<file path="config.mk">
export PLATFORM = sky130hd
export DESIGN_NAME = branch_hazard_ctrl_flat
export DESIGN_NICKNAME = d
export VERILOG_FILES = /design/src/rtl/branch_hazard_ctrl_if.sv /design/src/rtl/branch_hazard_ctrl.sv /design/src/flat_wrapper.sv
export SDC_FILE = /design/constraint.sdc
export NUM_CORES = 1
export LEC_CHECK = 0
export CAP_MARGIN = 20
export CORE_MARGIN = 2
export CORE_UTILIZATION = 30
export DETAILED_ROUTE_END_ITERATION = 6
export PLACE_DENSITY = 0.82
export SETUP_SLACK_MARGIN = 0.3
export SYNTH_ARGS = -nofsm -noshare
export SYNTH_HDL_FRONTEND = slang
export SYNTH_SLANG_ARGS = --single-unit
</file>
<file path="constraint.sdc">
create_clock -name i_clock -period 6 [get_ports i_clock]
set_input_delay 1.5 -clock i_clock [delete_from_list [all_inputs] [get_ports i_clock]]
set_output_delay 1.5 -clock i_clock [all_outputs]
set_load 0.01 [all_outputs]
</file>
<file path="src/rtl/branch_hazard_ctrl_if.sv">
// ID-stage hazard/branch control bundle between the pipeline (master) and branch_hazard_ctrl (slave).
interface branch_hazard_ctrl_if #(
  parameter int REG_ADDR_W = 5,
  parameter int CNT_W      = 32
);
  logic                  id_branch;
  logic                  id_uses_rs1;
  logic                  id_uses_rs2;
  logic [REG_ADDR_W-1:0] id_rs1;
  logic [REG_ADDR_W-1:0] id_rs2;
  logic [REG_ADDR_W-1:0] id_ex_rd;
  logic                  id_ex_regWrite;
  logic                  id_ex_memRead;
  logic [REG_ADDR_W-1:0] ex_mem_rd;
  logic                  ex_mem_memRead;
  logic                  equal_to;

  logic                  pc_write;
  logic                  if_id_write;
  logic                  id_ex_bubble;
  logic                  pc_src;
  logic                  if_id_flush;
  logic                  stall_active;
  logic [CNT_W-1:0]      perf_branches;
  logic [CNT_W-1:0]      perf_taken;
  logic [CNT_W-1:0]      perf_stalls;

  modport master (
    output id_branch, id_uses_rs1, id_uses_rs2, id_rs1, id_rs2,
           id_ex_rd, id_ex_regWrite, id_ex_memRead, ex_mem_rd, ex_mem_memRead, equal_to,
    input  pc_write, if_id_write, id_ex_bubble, pc_src, if_id_flush, stall_active,
           perf_branches, perf_taken, perf_stalls
  );

  modport slave (
    input  id_branch, id_uses_rs1, id_uses_rs2, id_rs1, id_rs2,
           id_ex_rd, id_ex_regWrite, id_ex_memRead, ex_mem_rd, ex_mem_memRead, equal_to,
    output pc_write, if_id_write, id_ex_bubble, pc_src, if_id_flush, stall_active,
           perf_branches, perf_taken, perf_stalls
  );
endinterface

</file>
<file path="src/rtl/branch_hazard_ctrl.sv">
// Stall sequencer and branch resolver for the ID-stage compare path.
// Optional perf counters are built only when BRANCH_PERF_CNT_EN is defined.
module branch_hazard_ctrl #(
  parameter int REG_ADDR_W = 5,
  parameter int EX_ALU_FWD = 1,
  parameter int CNT_W      = 32
) (
  input logic                i_clock,
  input logic                i_reset,
  branch_hazard_ctrl_if.slave bus
);

  typedef enum logic {S_RUN, S_STALL} state_t;

  state_t     r_state;
  state_t     w_state_nxt;
  logic [1:0] r_stall_cnt;
  logic [1:0] w_stall_cnt_nxt;
  logic [1:0] w_need;
  logic [1:0] w_need_rs1;
  logic [1:0] w_need_rs2;
  logic       w_pc_write;
  logic       w_if_id_write;
  logic       w_id_ex_bubble;
  logic       w_pc_src;
  logic       w_if_id_flush;
  logic       w_stall_active;

  function automatic logic f_match(input logic used,
                                   input logic [REG_ADDR_W-1:0] rs,
                                   input logic [REG_ADDR_W-1:0] rd);
    return used && (rd != '0) && (rd == rs);
  endfunction

  // Checks are ordered by descending cost so the first hit is the per-source maximum.
  function automatic logic [1:0] f_src_need(input logic ex_m, input logic mem_m);
    if (ex_m && bus.id_ex_memRead)
      return bus.id_branch ? 2'd2 : 2'd1;
    else if (mem_m && bus.ex_mem_memRead && bus.id_branch)
      return 2'd1;
    else if (ex_m && bus.id_ex_regWrite && bus.id_branch && (EX_ALU_FWD == 0))
      return 2'd1;
    else
      return 2'd0;
  endfunction

  always_comb begin
    w_need_rs1 = f_src_need(f_match(bus.id_uses_rs1, bus.id_rs1, bus.id_ex_rd),
                            f_match(bus.id_uses_rs1, bus.id_rs1, bus.ex_mem_rd));
    w_need_rs2 = f_src_need(f_match(bus.id_uses_rs2, bus.id_rs2, bus.id_ex_rd),
                            f_match(bus.id_uses_rs2, bus.id_rs2, bus.ex_mem_rd));
    w_need     = (w_need_rs1 > w_need_rs2) ? w_need_rs1 : w_need_rs2;
  end

  always_ff @(posedge i_clock) begin
    if (i_reset) begin
      r_state     <= S_RUN;
      r_stall_cnt <= 2'd0;
    end else begin
      r_state     <= w_state_nxt;
      r_stall_cnt <= w_stall_cnt_nxt;
    end
  end

  always_comb begin
    w_state_nxt     = r_state;
    w_stall_cnt_nxt = r_stall_cnt;
    w_pc_write      = 1'b1;
    w_if_id_write   = 1'b1;
    w_id_ex_bubble  = 1'b0;
    w_pc_src        = 1'b0;
    w_if_id_flush   = 1'b0;
    w_stall_active  = 1'b0;
    if (i_reset) begin
      w_pc_write     = 1'b0;
      w_if_id_write  = 1'b0;
      w_id_ex_bubble = 1'b1;
    end else begin
      case (r_state)
        S_RUN: begin
          if (w_need != 2'd0) begin
            w_state_nxt     = S_STALL;
            w_stall_cnt_nxt = w_need - 2'd1;
            w_pc_write      = 1'b0;
            w_if_id_write   = 1'b0;
            w_id_ex_bubble  = 1'b1;
          end else if (bus.id_branch) begin
            w_pc_src      = bus.equal_to;
            w_if_id_flush = bus.equal_to;
          end
        end
        S_STALL: begin
          w_pc_write     = 1'b0;
          w_if_id_write  = 1'b0;
          w_id_ex_bubble = 1'b1;
          w_stall_active = 1'b1;
          if (r_stall_cnt == 2'd0)
            w_state_nxt = S_RUN;
          else
            w_stall_cnt_nxt = r_stall_cnt - 2'd1;
        end
        default: w_state_nxt = S_RUN;
      endcase
    end
  end

  assign bus.pc_write     = w_pc_write;
  assign bus.if_id_write  = w_if_id_write;
  assign bus.id_ex_bubble = w_id_ex_bubble;
  assign bus.pc_src       = w_pc_src;
  assign bus.if_id_flush  = w_if_id_flush;
  assign bus.stall_active = w_stall_active;

`ifdef BRANCH_PERF_CNT_EN
  logic [CNT_W-1:0] r_perf_branches;
  logic [CNT_W-1:0] r_perf_taken;
  logic [CNT_W-1:0] r_perf_stalls;
  logic             w_resolve;

  assign w_resolve = !i_reset && (r_state == S_RUN) && (w_need == 2'd0) && bus.id_branch;

  always_ff @(posedge i_clock) begin
    if (i_reset) begin
      r_perf_branches <= '0;
      r_perf_taken    <= '0;
      r_perf_stalls   <= '0;
    end else begin
      if (w_resolve)
        r_perf_branches <= r_perf_branches + 1'b1;
      if (w_resolve && bus.equal_to)
        r_perf_taken <= r_perf_taken + 1'b1;
      if (w_id_ex_bubble)
        r_perf_stalls <= r_perf_stalls + 1'b1;
    end
  end

  assign bus.perf_branches = r_perf_branches;
  assign bus.perf_taken    = r_perf_taken;
  assign bus.perf_stalls   = r_perf_stalls;
`else
  assign bus.perf_branches = {CNT_W{1'b0}};
  assign bus.perf_taken    = {CNT_W{1'b0}};
  assign bus.perf_stalls   = {CNT_W{1'b0}};
`endif

endmodule

</file>
<file path="src/flat_wrapper.sv">
// flat-port wrapper written by rule: the top's interface ports become plain ports
module branch_hazard_ctrl_flat 
#(
  parameter int REG_ADDR_W = 5,
  parameter int EX_ALU_FWD = 1,
  parameter int CNT_W      = 32
)
  (i_clock, i_reset, bus_id_branch, bus_id_uses_rs1, bus_id_uses_rs2, bus_id_rs1, bus_id_rs2, bus_id_ex_rd, bus_id_ex_regWrite, bus_id_ex_memRead, bus_ex_mem_rd, bus_ex_mem_memRead, bus_equal_to, bus_pc_write, bus_if_id_write, bus_id_ex_bubble, bus_pc_src, bus_if_id_flush, bus_stall_active, bus_perf_branches, bus_perf_taken, bus_perf_stalls);
  branch_hazard_ctrl_if #(.REG_ADDR_W(REG_ADDR_W), .CNT_W(CNT_W)) bus_i ();
  input logic i_clock;
  input logic i_reset;
  input wire logic [$bits(bus_i.id_branch)-1:0] bus_id_branch;
  input wire logic [$bits(bus_i.id_uses_rs1)-1:0] bus_id_uses_rs1;
  input wire logic [$bits(bus_i.id_uses_rs2)-1:0] bus_id_uses_rs2;
  input wire logic [$bits(bus_i.id_rs1)-1:0] bus_id_rs1;
  input wire logic [$bits(bus_i.id_rs2)-1:0] bus_id_rs2;
  input wire logic [$bits(bus_i.id_ex_rd)-1:0] bus_id_ex_rd;
  input wire logic [$bits(bus_i.id_ex_regWrite)-1:0] bus_id_ex_regWrite;
  input wire logic [$bits(bus_i.id_ex_memRead)-1:0] bus_id_ex_memRead;
  input wire logic [$bits(bus_i.ex_mem_rd)-1:0] bus_ex_mem_rd;
  input wire logic [$bits(bus_i.ex_mem_memRead)-1:0] bus_ex_mem_memRead;
  input wire logic [$bits(bus_i.equal_to)-1:0] bus_equal_to;
  output wire logic [$bits(bus_i.pc_write)-1:0] bus_pc_write;
  output wire logic [$bits(bus_i.if_id_write)-1:0] bus_if_id_write;
  output wire logic [$bits(bus_i.id_ex_bubble)-1:0] bus_id_ex_bubble;
  output wire logic [$bits(bus_i.pc_src)-1:0] bus_pc_src;
  output wire logic [$bits(bus_i.if_id_flush)-1:0] bus_if_id_flush;
  output wire logic [$bits(bus_i.stall_active)-1:0] bus_stall_active;
  output wire logic [$bits(bus_i.perf_branches)-1:0] bus_perf_branches;
  output wire logic [$bits(bus_i.perf_taken)-1:0] bus_perf_taken;
  output wire logic [$bits(bus_i.perf_stalls)-1:0] bus_perf_stalls;
  assign bus_i.id_branch = bus_id_branch;
  assign bus_i.id_uses_rs1 = bus_id_uses_rs1;
  assign bus_i.id_uses_rs2 = bus_id_uses_rs2;
  assign bus_i.id_rs1 = bus_id_rs1;
  assign bus_i.id_rs2 = bus_id_rs2;
  assign bus_i.id_ex_rd = bus_id_ex_rd;
  assign bus_i.id_ex_regWrite = bus_id_ex_regWrite;
  assign bus_i.id_ex_memRead = bus_id_ex_memRead;
  assign bus_i.ex_mem_rd = bus_ex_mem_rd;
  assign bus_i.ex_mem_memRead = bus_ex_mem_memRead;
  assign bus_i.equal_to = bus_equal_to;
  assign bus_pc_write = bus_i.pc_write;
  assign bus_if_id_write = bus_i.if_id_write;
  assign bus_id_ex_bubble = bus_i.id_ex_bubble;
  assign bus_pc_src = bus_i.pc_src;
  assign bus_if_id_flush = bus_i.if_id_flush;
  assign bus_stall_active = bus_i.stall_active;
  assign bus_perf_branches = bus_i.perf_branches;
  assign bus_perf_taken = bus_i.perf_taken;
  assign bus_perf_stalls = bus_i.perf_stalls;
  branch_hazard_ctrl #(.REG_ADDR_W(REG_ADDR_W), .EX_ALU_FWD(EX_ALU_FWD), .CNT_W(CNT_W)) u_core (.i_clock(i_clock), .i_reset(i_reset), .bus(bus_i));
endmodule
</file>
# Yosys cells after proc, flatten, opt, wreduce, memory -nomap -nowiden
# Cells that the tools add are included.
# W data, S select, Z words.
# classes
add_sub_neg,2
n_lt_le_gt_ge,1
eq_ne,6
n_mux,23
n_bitwise,1
n_reduce_logical,19
# ops
operator,count
$eq A5 B5 Y1,4
$logic_and A1 B1 Y1,14
$mux W1,13
$mux W2,6
$reduce_bool A5 Y1,2
$pmux W1 S2,3
$pmux W2 S2,1
$sub A2 B1 Y2 const B,2
$gt A2 B2 Y1,1
$logic_not A2 Y1,1
$ne A2 B1 Y1 const B,1
$ne A2 B2 Y1 const B,1
$reduce_and A2 Y1,1
$reduce_bool A2 Y1,1
$not A1 Y1,1
# word_totals
reg_bits,3
out_inout_bits,102

# Longest topological paths before layout
# Gate-level depths: netlist of the first run.
# logic_depth
word_depth,13
mapped_depth,12
ltp_nobuf,11

# Least setup slack after synthesis of the first run
# OpenSTA, ideal clock, no wires.
# synth_timing
path_type,in2out
start,in bus_id_ex_rd[0]
end,out bus_pc_src
t_arrival_ns,4.123
t_required_ns,4.500
slack_ns,0.377
stages,11
path_buffers,1
path_cell_list,or4_4 o21ai_4 nor3_2 mux2_4 ha_1 inv_1 o22ai_1 and3b_1 a22oi_4 nor4b_1 buf_4
# synth_via
elab_chain_cells,11
elab_cells_between_ends,17
# synth_lines
item,line_no,text
from (decl),flat_wrapper.sv:17,input wire logic [$bits(bus_i.id_ex_rd)-1:0] bus_id_ex_rd;
$reduce_bool A5 Y1,branch_hazard_ctrl.sv:32,return used && (rd != '0) && (rd == rs);
$logic_and A1 B1 Y1 (2 in series),branch_hazard_ctrl.sv:32,
$logic_and A1 B1 Y1,branch_hazard_ctrl.sv:37,if (ex_m && bus.id_ex_memRead)
$mux W2,branch_hazard_ctrl.sv:37,
$gt A2 B2 Y1,branch_hazard_ctrl.sv:52,w_need = (w_need_rs1 > w_need_rs2) ? w_need_rs1 : w_need_rs2;
$mux W2 (*),branch_hazard_ctrl.sv:52,
$reduce_bool A2 Y1 (*),branch_hazard_ctrl.sv:81,if (w_need != 2'd0) begin
$mux W1 (*) (3 in series),--,
to (decl),flat_wrapper.sv:26,output wire logic [$bits(bus_i.pc_src)-1:0] bus_pc_src;
# Every way passes the cells marked *; elsewhere a longest branch is shown, timed or not.

# Final worst setup path of the first run
# layout_timing
start,in bus_id_ex_rd[3]
end,out bus_pc_src
# layout_via
elab_chain_cells,11
elab_cells_between_ends,17
# layout_lines
item,line_no,text
$reduce_bool A5 Y1,branch_hazard_ctrl.sv:32,
$logic_and A1 B1 Y1 (2 in series),branch_hazard_ctrl.sv:32,
$logic_and A1 B1 Y1,branch_hazard_ctrl.sv:37,
$mux W2,branch_hazard_ctrl.sv:37,
$gt A2 B2 Y1,branch_hazard_ctrl.sv:52,
$mux W2 (*),branch_hazard_ctrl.sv:52,
$reduce_bool A2 Y1 (*),branch_hazard_ctrl.sv:81,
$mux W1 (*),branch_hazard_ctrl.sv:81,
$mux W1 (*),branch_hazard_ctrl.sv:79,case (r_state)
$mux W1 (*),branch_hazard_ctrl.sv:74,if (i_reset) begin
# Marks and branches as above.

==> metrics.txt, run 1 <==
# TYPE chip_impl_metric gauge
chip_impl_metric{name="timing.critical_path.required",unit="ns"} 4.50
chip_impl_info{name="launch_point_of_the_worst_path",value="bus_id_ex_rd[3]"} 1
chip_impl_metric{name="cellLeakagePower",unit="nW"} 0.943
chip_impl_metric{name="cts_sinks",unit=""} 3
chip_impl_metric{name="fmax",unit="MHz"} 180
chip_impl_info{name="yosys-top-cells-count",value="buf_4, xnor2_1, xor2_1"} 1
chip_impl_metric{name="pre_cts_ws",unit="ns"} -0.396
chip_impl_metric{name="dpl_cell_area",unit="um^2"} 1500
chip_impl_metric{name="drt.antenna.violating_nets",unit=""} 0
chip_impl_info{name="root_buffer",value="clkbuf_8"} 1
chip_impl_metric{name="max_cap_viol_count",unit=""} 0
chip_impl_metric{name="critical_path_arrival",unit="ns"} 4.05
chip_impl_metric{name="cts_buffers",unit=""} 3
chip_impl_metric{name="proportion_of_register_bits_with_asynchronous_set_or_reset_after_synthesis",unit=""} 0
chip_impl_metric{name="ir_worst_vdd",unit="mV"} 0.0314
chip_impl_info{name="cts_tree",value="built"} 1
chip_impl_metric{name="report.power.total",unit="uW"} 177
chip_impl_metric{name="fp.coreArea",unit="um^2"} 4320
chip_impl_metric{name="worstPathMaxFanout",unit=""} 3
chip_impl_info{name="synth_largest_area_cell",value="buf_4"} 1
chip_impl_metric{name="die_h",unit="um"} 70.6
chip_impl_metric{name="htree_num_levels",unit=""} 1
chip_impl_metric{name="utilization",unit=""} 0.387
chip_impl_metric{name="ff2ff_setup_slack",unit="ns"} 4.52
chip_impl_metric{name="synth.lib_cells_used.distinct",unit=""} 32
chip_impl_metric{name="postSynthAreaPerCell",unit="um^2"} 7.88
chip_impl_metric{name="syn_to_final_growth",unit="%"} 25.7
chip_impl_metric{name="chipWidth",unit="um"} 70.6
chip_impl_metric{name="filler_cell_count",unit=""} 467
chip_impl_metric{name="grt-ovfl-total",unit=""} 0
chip_impl_metric{name="yosysTopAreaCellShare",unit=""} 0.552
chip_impl_info{name="startpoint_type",value="input pin"} 1
chip_impl_metric{name="cts.reportedPaths.clkPinSlew",unit="ns"} 0.03
chip_impl_metric{name="post-dp-hpwl",unit="um"} 2180
chip_impl_metric{name="floorplan.initialDensity",unit=""} 0.308
chip_impl_metric{name="place.gp.congestion",unit=""} 0.743
chip_impl_metric{name="first_pass_grt_wire_length",unit="um"} 3310
chip_impl_info{name="min-delay-path-class",value="reg2reg"} 1
chip_impl_metric{name="ys_warn_count",unit=""} 0
chip_impl_metric{name="pwr_density",unit="nW/um^2"} 106
chip_impl_metric{name="post_drt_wl_per_cell",unit="um"} 9.12
chip_impl_metric{name="routed-via-count",unit=""} 958
chip_impl_metric{name="buffer_ports.inserted",unit=""} 33
chip_impl_metric{name="multi_input_comb_area",unit="um^2"} 991
chip_impl_info{name="regToRegStartpoint",value="u_core.r_state"} 1
chip_impl_metric{name="clockBufferDepth",unit=""} 2
chip_impl_metric{name="grt_pass1_vias",unit=""} 753
chip_impl_metric{name="final_setup_violation_count",unit=""} 0
chip_impl_metric{name="groute.usage.overall",unit=""} 0.0839
chip_impl_metric{name="final_max_slew_viol_count",unit=""} 0
chip_impl_metric{name="finalCritPeriodShare",unit=""} 0.926
chip_impl_metric{name="row_count",unit=""} 24
chip_impl_metric{name="drt_pre_antenna_iters",unit=""} 4
chip_impl_info{name="reg2reg_to",value="u_core.r_stall_cnt[1]"} 1
chip_impl_metric{name="netlist_instances",unit=""} 169
chip_impl_metric{name="post_route_cells_drive_above_1_share",unit=""} 0.232
chip_impl_metric{name="floorplan.die_area",unit="um^2"} 4990
chip_impl_metric{name="clk-insertion-delay-late",unit="ns"} 0.22
chip_impl_metric{name="fin_cells",unit=""} 276
chip_impl_metric{name="synth_area",unit="um^2"} 1330
chip_impl_metric{name="final.setup.worst_slack",unit="ns"} 0.445
chip_impl_metric{name="vias_per_cell",unit=""} 3.47
chip_impl_metric{name="final_area",unit="um^2"} 1680
chip_impl_metric{name="seq_area_frac_synth",unit=""} 0.0451
chip_impl_metric{name="setup_tns",unit="ns"} 0
chip_impl_metric{name="route.detailed.drc",unit=""} 0
chip_impl_metric{name="synth_enable_flop_cells",unit=""} 0
chip_impl_metric{name="postRouteWirelength",unit="um"} 2520
chip_impl_metric{name="fin_skew",unit="ns"} 0.00218
chip_impl_metric{name="hold_viol",unit=""} 0
chip_impl_info{name="rsz0062_at_grt",value="false"} 1
chip_impl_info{name="synth.top_cells.by_area",value="buf_4, xnor2_1, xor2_1, dfxtp_1, ha_1"} 1
chip_impl_metric{name="finalNetCount",unit=""} 257
chip_impl_info{name="synth_most_common_cell",value="buf_4"} 1
chip_impl_metric{name="dpl.cell_count",unit=""} 271
chip_impl_info{name="crit_end",value="bus_pc_src"} 1
chip_impl_metric{name="ys_ff_latch",unit=""} 3
chip_impl_metric{name="reg2regPathDepth",unit=""} 4
chip_impl_metric{name="insertedDiodeCount",unit=""} 0
chip_impl_info{name="run_status",value="complete, no violations"} 1
chip_impl_metric{name="grt_antenna_before_repair",unit=""} 0
chip_impl_metric{name="holdWs",unit="ns"} 0.588
chip_impl_metric{name="drtIter0Drc",unit=""} 7
chip_impl_metric{name="post-route-min-period",unit="ns"} 5.55
chip_impl_info{name="critPathCaptureType",value="primary output"} 1
chip_impl_metric{name="io_pins",unit=""} 131
chip_impl_info{name="critical_path_class",value="in2out"} 1
chip_impl_metric{name="holdBufCountCts",unit=""} 0
chip_impl_info{name="ys.flop_type",value="dfxtp_1"} 1
chip_impl_metric{name="regArea",unit="um^2"} 60.1
chip_impl_metric{name="grt_max_degree",unit=""} 9
-- cells by family (layout without fill, tap and decap cells) --
logic type,count (synthesis),after routing,share of synthesized area
buf+inv,100,60,0.558
xor+xnor,20,20,0.131
other cells,1,96,0.00281
simple gates,30,30,0.141
compound gates,10,10,0.0714
flops,3,3,0.0451
mux,2,2,0.0225
fa+ha+maj,3,3,0.0282
-- area by class of cell --
| cell class | instances | area share |
|---|---|---|
| Sequential cell | 3 | 0.0358 |
| Clock buffer | 4 | 0.0269 |
| Multi-Input combinational cell | 161 | 0.591 |
| Inverter | 2 | 0.00448 |
| Tap cell | 52 | 0.0388 |
| Timing Repair Buffer | 54 | 0.302 |
-- state kept, by name (all words and copies together) (netlist names) --
register / cells
u_core.r_stall_cnt: 2
u_core.r_state: 1
-- critical path, cell delays in order --
cell,delay (ns)
clkdlybuf4s15_1,0.22
or4_4,0.45
o21ai_4,0.19
nor3_4,0.07
mux2_4,0.32
ha_4,0.26
inv_1,0.04
o22ai_2,0.16
and3b_2,0.25
a22oi_4,0.07
nor4b_2,0.26
buf_4,0.16
buf_6,0.09
-- power breakdown --
part           switching (mW)  total [mW]  internal [mW]
logic                  0.0550      0.0951         0.0401
clock network          0.0143      0.0597         0.0454
registers             0.00123      0.0221         0.0209
total                  0.0706       0.177          0.106
-- what timing repair did --
| action | in CTS | in global routing |
|---|---|---|
| setup endpoints to repair | 5 | 5 |
| pin swaps | 8 | 22 |
| hold endpoints to repair | 0 | 0 |
| resized for setup | 31 | 32 |
| setup buffers | 1 | 0 |
-- worst min-delay path by stage --
stage                                startpoint                     to  slack (ns)  cells after the start
after global routing      u_core.r_stall_cnt[1]  u_core.r_stall_cnt[0]        0.62                      2
after global placement    u_core.r_stall_cnt[1]         u_core.r_state        0.55                      2
final                     u_core.r_stall_cnt[1]         u_core.r_state        0.59                      2
after CTS                 u_core.r_stall_cnt[1]         u_core.r_state        0.59                      2
after floorplan           u_core.r_stall_cnt[1]         u_core.r_state        0.53                      2
after detailed placement  u_core.r_stall_cnt[1]         u_core.r_state        0.57                      2
-- placed cells by master, fill, tap and decap left out, drive strengths merged, types with 3 or more instances in the layout --
master / count
buf: 23
clkbuf: 8
clkdlybuf4s15: 4
clkdlybuf4s50: 9
conb: 96
dfxtp: 3
dlymetal6s2s: 12
ha: 3
nand2: 5
nand4: 4
nor2: 4
nor3b: 3
xnor2: 11
xor2: 9
-- per-layer routing --
metal  global-route usage  wire, um
met1               0.0815       832
met2                0.170      1430
met3               0.0185       251
met4               0.0314         0
met5                    0         0
(Power assumes the default switching activity.)
==> run 2, diff against run 1 <==
--- a/config.mk
+++ b/config.mk
@@ -11,2 +11,3 @@
 export DETAILED_ROUTE_END_ITERATION = 6
+export GPL_TIMING_DRIVEN = 0
 export PLACE_DENSITY = 0.82
--- a/constraint.sdc
+++ b/constraint.sdc
@@ -3,2 +3,2 @@
 set_output_delay 1.5 -clock i_clock [all_outputs]
-set_load 0.01 [all_outputs]
+set_load 0.005 [all_outputs]
==> metrics.txt, run 2 (synthesis results as in run 1) <==
# TYPE chip_impl_metric gauge
chip_impl_metric{name="holdWs",unit="ns"} 0.608
chip_impl_metric{name="fmax",unit="MHz"} 178
chip_impl_metric{name="holdBufCountCts",unit=""} 0
chip_impl_metric{name="worstHoldPathCells",unit=""} 2
chip_impl_metric{name="grt_pass1_vias",unit=""} 1032
chip_impl_metric{name="post-route-min-period",unit="ns"} 5.61
chip_impl_metric{name="chipWidth",unit="um"} 70.6
chip_impl_info{name="most_common_cell_after_layout_fill_and_taps_aside",value="buf_4"} 1
chip_impl_metric{name="cts_buffers",unit=""} 3
chip_impl_metric{name="insertedDiodeCount",unit=""} 0
chip_impl_info{name="cts_tree",value="built"} 1
chip_impl_metric{name="final_area",unit="um^2"} 2270
chip_impl_metric{name="dpl.cell_count",unit=""} 349
chip_impl_info{name="min-delay-path-class",value="reg2reg"} 1
chip_impl_metric{name="cts.reportedPaths.clkPinSlew",unit="ns"} 0.03
chip_impl_metric{name="post-dp-hpwl",unit="um"} 2540
chip_impl_metric{name="first_pass_grt_wire_length",unit="um"} 4290
chip_impl_info{name="run_status",value="complete, no violations"} 1
chip_impl_metric{name="floorplan.die_area",unit="um^2"} 4990
chip_impl_metric{name="post_route_cells_drive_above_1_share",unit=""} 0.455
chip_impl_metric{name="drt.antenna.violating_nets",unit=""} 0
chip_impl_metric{name="groute.usage.overall",unit=""} 0.102
chip_impl_metric{name="syn_to_final_growth",unit="%"} 70.2
chip_impl_info{name="crit_slowest_cell",value="or4_4"} 1
chip_impl_metric{name="htree_num_levels",unit=""} 1
chip_impl_metric{name="timing.critical_path.required",unit="ns"} 4.50
chip_impl_metric{name="hold_viol",unit=""} 0
chip_impl_info{name="critical_path.top_delay_family",value="simple AND/OR/NAND/NOR gates"} 1
chip_impl_metric{name="drtIter0Drc",unit=""} 5
chip_impl_info{name="root_buffer",value="clkbuf_8"} 1
chip_impl_metric{name="final_setup_violation_count",unit=""} 0
chip_impl_metric{name="ff2ff_setup_slack",unit="ns"} 4.53
chip_impl_metric{name="worstPathMaxFanout",unit=""} 3
chip_impl_info{name="layout_top_registers",value="u_core.r_stall_cnt: 2 flops, u_core.r_state: 1 flops"} 1
chip_impl_metric{name="postRouteWirelength",unit="um"} 2920
chip_impl_metric{name="cts_sinks",unit=""} 3
chip_impl_metric{name="final_max_slew_viol_count",unit=""} 0
chip_impl_info{name="reg2reg_to",value="u_core.r_stall_cnt[1]"} 1
chip_impl_info{name="critPathCaptureType",value="primary output"} 1
chip_impl_metric{name="ir_worst_vdd",unit="mV"} 0.0363
chip_impl_metric{name="multi_input_comb_area",unit="um^2"} 998
chip_impl_info{name="regMostFlops",value="u_core.r_stall_cnt"} 1
chip_impl_metric{name="max_stage_delay",unit="ns"} 0.54
chip_impl_metric{name="drt_pre_antenna_iters",unit=""} 2
chip_impl_metric{name="row_count",unit=""} 24
chip_impl_info{name="path_cells",value="buf_4, or4_4, o21ai_4, nor3_4, mux2_4, ha_4, inv_4, o22ai_4, and3b_2, a22oi_4, buf_6, nor4b_4, clkdlybuf4s15_1"} 1
chip_impl_metric{name="die_h",unit="um"} 70.6
chip_impl_info{name="regToRegStartpoint",value="u_core.r_state"} 1
chip_impl_metric{name="post_drt_wl_per_cell",unit="um"} 8.06
chip_impl_info{name="hold_path_end",value="u_core.r_state"} 1
chip_impl_info{name="startpoint_type",value="input pin"} 1
chip_impl_metric{name="floorplan.initialDensity",unit=""} 0.308
chip_impl_metric{name="routed-via-count",unit=""} 1197
chip_impl_metric{name="vias_per_cell",unit=""} 3.31
chip_impl_info{name="worst_hold_startpoint",value="u_core.r_stall_cnt[1]"} 1
chip_impl_metric{name="fin_cells",unit=""} 362
chip_impl_metric{name="fp.coreArea",unit="um^2"} 4320
chip_impl_metric{name="filler_cell_count",unit=""} 440
chip_impl_metric{name="worstSetupPathDepth",unit=""} 13
chip_impl_metric{name="reg2regPathDepth",unit=""} 4
chip_impl_metric{name="io_pins",unit=""} 131
chip_impl_metric{name="finalNetCount",unit=""} 343
chip_impl_metric{name="fin_skew",unit="ns"} 0.000328
chip_impl_info{name="critical_path_class",value="in2out"} 1
chip_impl_metric{name="final.setup.worst_slack",unit="ns"} 0.389
chip_impl_metric{name="grt-ovfl-total",unit=""} 0
chip_impl_info{name="final_cell_mix",value="buf_4, conb_1, dlygate4sd2_1"} 1
chip_impl_metric{name="pre_cts_ws",unit="ns"} -0.517
chip_impl_metric{name="clk-insertion-delay-late",unit="ns"} 0.21
chip_impl_metric{name="buffer_ports.inserted",unit=""} 33
chip_impl_metric{name="grt_antenna_before_repair",unit=""} 0
chip_impl_metric{name="finalCritPeriodShare",unit=""} 0.935
chip_impl_info{name="rsz0062_at_grt",value="true"} 1
chip_impl_metric{name="cellLeakagePower",unit="nW"} 1.33
chip_impl_metric{name="place.gp.congestion",unit=""} 0.705
chip_impl_metric{name="largest_register_ffs",unit=""} 2
chip_impl_metric{name="grt_max_degree",unit=""} 9
chip_impl_metric{name="pwr_density",unit="nW/um^2"} 88.7
chip_impl_metric{name="clockBufferDepth",unit=""} 2
chip_impl_metric{name="route.detailed.drc",unit=""} 0
chip_impl_metric{name="dpl_cell_area",unit="um^2"} 2080
chip_impl_metric{name="critical_path_arrival",unit="ns"} 4.11
chip_impl_metric{name="max_cap_viol_count",unit=""} 0
chip_impl_metric{name="path_buf_inv",unit=""} 4
chip_impl_metric{name="regArea",unit="um^2"} 60.1
-- run 2: what timing repair did --
action                                 CTS  global route
pin swaps                               14            18
resized for setup                       46            31
setup endpoints to repair                5             3
buffers inserted                         8             1
endpoints found under the hold margin    0             0
-- run 2: worst register-to-register path, stage by stage, from the launching register on --
cell and delay, ns:
dfxtp_1 0.47, and3b_2 0.27, a22oi_4 0.17, buf_4 0.16, mux2_4 0.28
-- run 2: how the worst max path moves through the flow --
| stage | startpoint | end | slack (ns) |
|---|---|---|---|
| CTS | bus_ex_mem_rd[1] | bus_pc_src | 0.22 |
| global route | bus_id_ex_rd[2] | bus_pc_src | 0.26 |
| detailed placement | bus_id_ex_rd[0] | bus_pc_src | -0.52 |
| floorplan | bus_id_ex_rd[0] | bus_pc_src | 0.57 |
| finish | bus_id_ex_rd[2] | bus_if_id_flush | 0.39 |
| global placement | bus_id_ex_rd[0] | bus_pc_src | -0.47 |
-- run 2: routing by layer --
layer | vias to the layer above | routed length [um] | share of wire | global-route usage
met1 | 485 | 976 | 0.33 | 0.101
met4 | 0 | 18 | 0.0062 | 0.0398
met5 | - | 0 | 0 | 0
met3 | 2 | 291 | 0.10 | 0.0185
li1 | 642 | - | - | -
met2 | 68 | 1630 | 0.56 | 0.205
-- run 2: power by group --
group          switching [mW]  leakage (nW)  internal (mW)
sequential            0.00124        0.0242         0.0209
clock                  0.0130        0.0228         0.0453
combinational          0.0480          1.28         0.0728
-- run 2: cell type report --
cell class              count  area share
multi-input cells         161       0.440
plain buffers              98       0.324
repair buffers             42       0.156
well taps                  52      0.0287
flip-flops and latches      3      0.0265
clock buffers               4      0.0199
inverters                   2     0.00441
-- run 2: stage by stage --
stage | util | setup TNS, ns | power, mW
after floorplan | - | 0 | 0.103
after global placement | 0.482 | -1.52 | 0.135
after detailed placement | 0.482 | -1.84 | 0.136
after CTS | 0.507 | 0 | 0.194
after global routing | 0.525 | 0 | 0.216
final | 0.525 | 0 | 0.201
==> run 3, diff against run 2 <==
- CORE_UTILIZATION: 30 -> 31
- CTS_BUF_LIST: not set -> sky130_fd_sc_hd__clkbuf_8
- HOLD_SLACK_MARGIN: not set -> 0.05
- MAX_ROUTING_LAYER: not set -> met4
- PLACE_DENSITY: 0.82 -> 0.85
==> metrics.txt, run 3 (synthesis results as in run 1) <==
# TYPE chip_impl_metric gauge
chip_impl_metric{name="dpl_cell_area",unit="um^2"} 2080
chip_impl_info{name="regToRegStartpoint",value="u_core.r_state"} 1
chip_impl_metric{name="htree_num_levels",unit=""} 1
chip_impl_metric{name="post-route-min-period",unit="ns"} 5.61
chip_impl_metric{name="first_pass_grt_wire_length",unit="um"} 4490
chip_impl_info{name="regMostFlops",value="u_core.r_stall_cnt"} 1
chip_impl_metric{name="drt_pre_antenna_iters",unit=""} 2
chip_impl_metric{name="pwr_density",unit="nW/um^2"} 89.1
chip_impl_metric{name="grt_antenna_before_repair",unit=""} 0
chip_impl_metric{name="post-dp-hpwl",unit="um"} 2660
chip_impl_metric{name="floorplan.initialDensity",unit=""} 0.328
chip_impl_info{name="layout_top_registers",value="u_core.r_stall_cnt: 2 flops, u_core.r_state: 1 flops"} 1
chip_impl_metric{name="insertedDiodeCount",unit=""} 0
chip_impl_metric{name="dpl.cell_count",unit=""} 347
chip_impl_info{name="rsz0062_at_grt",value="false"} 1
chip_impl_info{name="run_status",value="complete, no violations"} 1
chip_impl_info{name="cp_common_cell",value="dlygate4sd2_1"} 1
chip_impl_metric{name="worstSetupPathDepth",unit=""} 13
chip_impl_info{name="critical_path_class",value="in2out"} 1
chip_impl_metric{name="hold_viol",unit=""} 0
chip_impl_metric{name="critical_path_arrival",unit="ns"} 4.11
chip_impl_metric{name="chipWidth",unit="um"} 69.6
chip_impl_metric{name="worstHoldPathCells",unit=""} 2
chip_impl_metric{name="final.setup.worst_slack",unit="ns"} 0.388
chip_impl_info{name="most_common_cell_after_layout_fill_and_taps_aside",value="buf_4"} 1
chip_impl_metric{name="drtIter0Drc",unit=""} 15
chip_impl_metric{name="finalCritPeriodShare",unit=""} 0.935
chip_impl_info{name="min-delay-path-class",value="reg2reg"} 1
chip_impl_metric{name="cts.reportedPaths.clkPinSlew",unit="ns"} 0.03
chip_impl_metric{name="syn_to_final_growth",unit="%"} 65.2
chip_impl_metric{name="max_cap_viol_count",unit=""} 0
chip_impl_metric{name="buffer_ports.inserted",unit=""} 33
chip_impl_metric{name="final_setup_violation_count",unit=""} 0
chip_impl_metric{name="setup_tns",unit="ns"} 0
chip_impl_metric{name="report.power.total",unit="uW"} 196
chip_impl_metric{name="worstPathMaxFanout",unit=""} 3
chip_impl_info{name="cts_tree",value="built"} 1
chip_impl_metric{name="clockBufferDepth",unit=""} 2
chip_impl_metric{name="final_area",unit="um^2"} 2200
chip_impl_metric{name="final_max_slew_viol_count",unit=""} 0
chip_impl_info{name="worst_hold_startpoint",value="u_core.r_stall_cnt[1]"} 1
chip_impl_metric{name="max_stage_delay",unit="ns"} 0.58
chip_impl_metric{name="groute.usage.overall",unit=""} 0.113
chip_impl_info{name="critPathCaptureType",value="primary output"} 1
chip_impl_metric{name="cts_buffers",unit=""} 3
chip_impl_info{name="critical_path.top_delay_family",value="simple AND/OR/NAND/NOR gates"} 1
chip_impl_metric{name="fin_skew",unit="ns"} 0.000380
chip_impl_metric{name="grt-ovfl-total",unit=""} 0
chip_impl_metric{name="ir_worst_vdd",unit="mV"} 0.0320
chip_impl_metric{name="clk-insertion-delay-late",unit="ns"} 0.22
chip_impl_metric{name="fmax",unit="MHz"} 178
chip_impl_metric{name="timing.critical_path.required",unit="ns"} 4.50
chip_impl_metric{name="post_route_cells_drive_above_1_share",unit=""} 0.423
chip_impl_info{name="crit_slowest_cell",value="or4_4"} 1
chip_impl_metric{name="fin_cells",unit=""} 357
chip_impl_metric{name="post_drt_wl_per_cell",unit="um"} 8.36
chip_impl_metric{name="io_pins",unit=""} 131
chip_impl_metric{name="cellLeakagePower",unit="nW"} 1.33
chip_impl_metric{name="row_count",unit=""} 23
chip_impl_metric{name="die_h",unit="um"} 69.6
chip_impl_metric{name="holdBufCountCts",unit=""} 0
chip_impl_metric{name="grt_max_degree",unit=""} 9
chip_impl_metric{name="route.detailed.drc",unit=""} 0
chip_impl_metric{name="finalNetCount",unit=""} 340
chip_impl_metric{name="grt_pass1_vias",unit=""} 1065
chip_impl_info{name="startpoint_type",value="input pin"} 1
chip_impl_info{name="final_cell_mix",value="buf_4, conb_1, dlygate4sd2_1"} 1
chip_impl_info{name="launch_point_of_the_worst_path",value="bus_id_ex_rd[4]"} 1
chip_impl_metric{name="postRouteWirelength",unit="um"} 2990
chip_impl_metric{name="pre_cts_ws",unit="ns"} -0.526
chip_impl_metric{name="reg2regPathDepth",unit=""} 4
chip_impl_metric{name="routed-via-count",unit=""} 1215
chip_impl_info{name="root_buffer",value="clkbuf_8"} 1
chip_impl_metric{name="path_buf_inv",unit=""} 4
chip_impl_metric{name="largest_register_ffs",unit=""} 2
chip_impl_metric{name="place.gp.congestion",unit=""} 0.783
chip_impl_metric{name="vias_per_cell",unit=""} 3.40
chip_impl_metric{name="drt.antenna.violating_nets",unit=""} 0
chip_impl_metric{name="cts_sinks",unit=""} 3
chip_impl_metric{name="floorplan.die_area",unit="um^2"} 4840
chip_impl_info{name="path_cells",value="dlygate4sd2_1, xnor2_1, nand4_1, or4_4, nand2_2, ha_4, inv_1, o22ai_2, and3b_2, a22oi_4, nor3b_2, buf_4, dlygate4sd2_1"} 1
chip_impl_metric{name="fp.coreArea",unit="um^2"} 4060
==> run 3: layout make-up <==
| cell class | instances | area (um^2) |
|---|---|---|
| Inverter | 2 | 7.51 |
| Multi-Input combinational cell | 161 | 952 |
| Clock buffer | 3 | 41.3 |
| Buffer | 98 | 736 |
| Tap cell | 50 | 62.6 |
| Clock inverter | 1 | 3.75 |
| Sequential cell | 3 | 60.1 |
| Fill cell | 403 | 1860 |
| Timing Repair Buffer | 39 | 338 |
==> run 3: worst paths after layout <==
path / endpoint / slack (ns)
setup / recovery: bus_pc_write / 0.39
hold / removal: u_core.r_state / 0.59
setup reg to reg: u_core.r_stall_cnt[1] / 4.51
hold reg to reg: u_core.r_state / 0.59
==> run 3: where the power goes <==
| part | leakage (nW) | internal, mW | switching [mW] |
|---|---|---|---|
| clock | 0.0269 | 0.0436 | 0.0137 |
| combinational | 1.27 | 0.0698 | 0.0469 |
| sequential | 0.0242 | 0.0209 | 0.00121 |
| total | 1.33 | 0.134 | 0.0618 |
==> run 3: through the flow <==
step	hold WS, ns	util
after global placement	0.557	0.513
after global routing	0.642	0.542
final	0.590	0.542
after detailed placement	0.580	0.513
after CTS	0.588	0.533
after floorplan	0.526	-
==> run 3: worst min-delay path: stages (launching register included) <==
cell and delay (ns):
dfxtp_1 0.35, o21bai_1 0.10, a21oi_1 0.10
==> run 3: timing repair <==
item	in CTS	in global routing
setup endpoints to repair	5	3
pin swaps	12	16
setup buffers	5	1
gates resized for setup	38	18
==> run 3: metal layers <==
metal / global-route usage / wire length (um)
met4: 0.0392 / 44
met2: 0.213 / 1670
met3: 0.0262 / 277
met5: - / 0
met1: 0.112 / 993
==> RTL change: new RTL, settings of run 1 <==
`CNT_W` is set to 32 in 3 places; all go to 16.
--- a/src/rtl/branch_hazard_ctrl_if.sv
+++ b/src/rtl/branch_hazard_ctrl_if.sv
@@ -1,7 +1,7 @@
 // ID-stage hazard/branch control bundle between the pipeline (master) and branch_hazard_ctrl (slave).
 interface branch_hazard_ctrl_if #(
   parameter int REG_ADDR_W = 5,
-  parameter int CNT_W      = 32
+  parameter int CNT_W      = 16
 );
   logic                  id_branch;
   logic                  id_uses_rs1;
--- a/src/rtl/branch_hazard_ctrl.sv
+++ b/src/rtl/branch_hazard_ctrl.sv
@@ -3,7 +3,7 @@
 module branch_hazard_ctrl #(
   parameter int REG_ADDR_W = 5,
   parameter int EX_ALU_FWD = 1,
-  parameter int CNT_W      = 32
+  parameter int CNT_W      = 16
 ) (
   input logic                i_clock,
   input logic                i_reset,
--- a/src/flat_wrapper.sv
+++ b/src/flat_wrapper.sv
@@ -3,7 +3,7 @@
 #(
   parameter int REG_ADDR_W = 5,
   parameter int EX_ALU_FWD = 1,
-  parameter int CNT_W      = 32
+  parameter int CNT_W      = 16
 )
   (i_clock, i_reset, bus_id_branch, bus_id_uses_rs1, bus_id_uses_rs2, bus_id_rs1, bus_id_rs2, bus_id_ex_rd, bus_id_ex_regWrite, bus_id_ex_memRead, bus_ex_mem_rd, bus_ex_mem_memRead, bus_equal_to, bus_pc_write, bus_if_id_write, bus_id_ex_bubble, bus_pc_src, bus_if_id_flush, bus_stall_active, bus_perf_branches, bus_perf_taken, bus_perf_stalls);
   branch_hazard_ctrl_if #(.REG_ADDR_W(REG_ADDR_W), .CNT_W(CNT_W)) bus_i ();
Interface: changed (resized bus_perf_branches, bus_perf_stalls and bus_perf_taken); port bits go from 131 to 83. The function was not compared with the original's and may differ.
==> RTL change against run 1 <==
- cell count decreased by 20%
- routed wire length shrank 10%
- register-to-register slack lost 0.02 ns
- cell area decreased by 14%
- worst setup slack got worse by 0.0045 ns
- area after synthesis decreased by 27%
- clock power shrank 40%
- sequential cell count unchanged
- total power down 23%
- synthesized cell count decreased by 28%
- count of clock-buffer cells in the layout did not move
- critical path type unchanged
==> RTL change: results (changes against run 1) <==
===========================================================================
Clock Root Buffer                                              sky130_fd_sc_hd__clkbuf_4
Commonest cells post-synth                                     50 x sky130_fd_sc_hd__buf_4, 11 x sky130_fd_sc_hd__xnor2_1, 9 x sky130_fd_sc_hd__xor2_1
Post-detailed-placement half-perimeter wirelength                   1829 um   -16%
Total chip power                                                0.0001370 W   -23%
Total cell area at the placement stage                           1316 sq um   -12%
Startpoint of the worst setup timing path                      bus_id_ex_rd[3]
R2R Path Start                                                 u_core.r_state
RePlAce Congestion                                                   0.7767   +4.5%
Net Sw Power                                                   0.00005245 W   -26%
Fillcell total                                                          319   -32%
Last element of the critical path                              bus_if_id_flush
Power drawn by the combinational cells                          0.0000788 W   -17%
Hold Path Class                                                flop to flop
Skew final                                                     0.0009262 ns   -0.001254 ns
Global-route usage over all layers                                   0.1165   +0.03262
Post-CTS sizing                                                          31   unchanged
Met3 Use GR                                                         0.01493   -0.003593
Timing-limited maximum frequency                                 0.1799 GHz   about the same
Highest cell delay on the worst timing path                         0.45 ns   about the same
Max Buffers Root-to-Sink                                                  2   unchanged
Length of the first detailed-routing pass in iterations                   4   unchanged
Buffers inserted during post-CTS setup optimization                       0   -1
Starting DRC count in detailed routing                                   17   +10
Wire length of the first global-routing pass                        3229 um   -2.3%
Launch point of the worst hold path                            u_core.r_stall_cnt[1]
Met2 Use GR                                                          0.2304   +0.06060
Layout cell share with drive strength beyond 1                       0.2825   +0.05034
Final worst hold slack                                            0.6010 ns   +0.01265 ns
Post-layout nets                                                        210   -18%
Pre-CTS WS                                                       -0.3477 ns   +0.04841 ns
Largest cells by area after synthesis                          sky130_fd_sc_hd__buf_4 39%, sky130_fd_sc_hd__xnor2_1 9.9%, sky130_fd_sc_hd__xor2_1 8.1%
Register-to-register path setup slack                               4.50 ns   -0.02 ns
Standby leakage power                                             0.7630 nW   -19%
Maximum resistive drop on vdd                                    0.02732 mV   -13%
Number of instances in the synthesized netlist                          121   -28%
Endpoint arrival time on the critical path                          4.06 ns   about the same
Sequential area share after synthesis                               0.06178   +0.01671
Area added between synthesis and finish                              47.88%
Routed wire per std cell                                           10.24 um   +12%
Maximum number of pins on one net before global-route repair              9   unchanged
Outcome                                                        complete, no violations
Number of global-route vias before repair                               793   +5.3%
Number of vias after detailed routing                                   877   -8.5%
Detailed-route wire length                                          2263 um   -10%
Met1 Track Usage GR                                                  0.1129   +0.03140
===========================================================================
-- RTL change: cell count changes after synthesis, sizes merged --
| cell | delta |
|---|---|
| buf | -48 |
-- RTL change: area by class of cell --
cell class,count,area share
clock buffers,4,0.01828
inverters,2,0.005222
multi-input cells,113,0.5431
flip-flops and latches,3,0.04178
well taps,44,0.03829
repair buffers,55,0.3534
-- RTL change: logic make-up (layout without fill, tap and decap cells) --
logic type,count (synthesis),after routing,share of synthesized area
buf+inv,52,61,0.3938
simple gates,30,30,0.1931
xor+xnor,20,20,0.1802
compound gates,10,10,0.09783
fa+ha+maj,3,3,0.03861
flops,3,3,0.06178
mux,2,2,0.03089
other cells,1,48,0.003857
-- RTL change: layer usage --
| layer | vias up | share of wire |
|---|---|---|
| met5 | - | 0 |
| met4 | 0 | 0.017 |
| met3 | 4 | 0.091 |
| met2 | 53 | 0.55 |
| met1 | 399 | 0.34 |
| li1 | 421 | - |
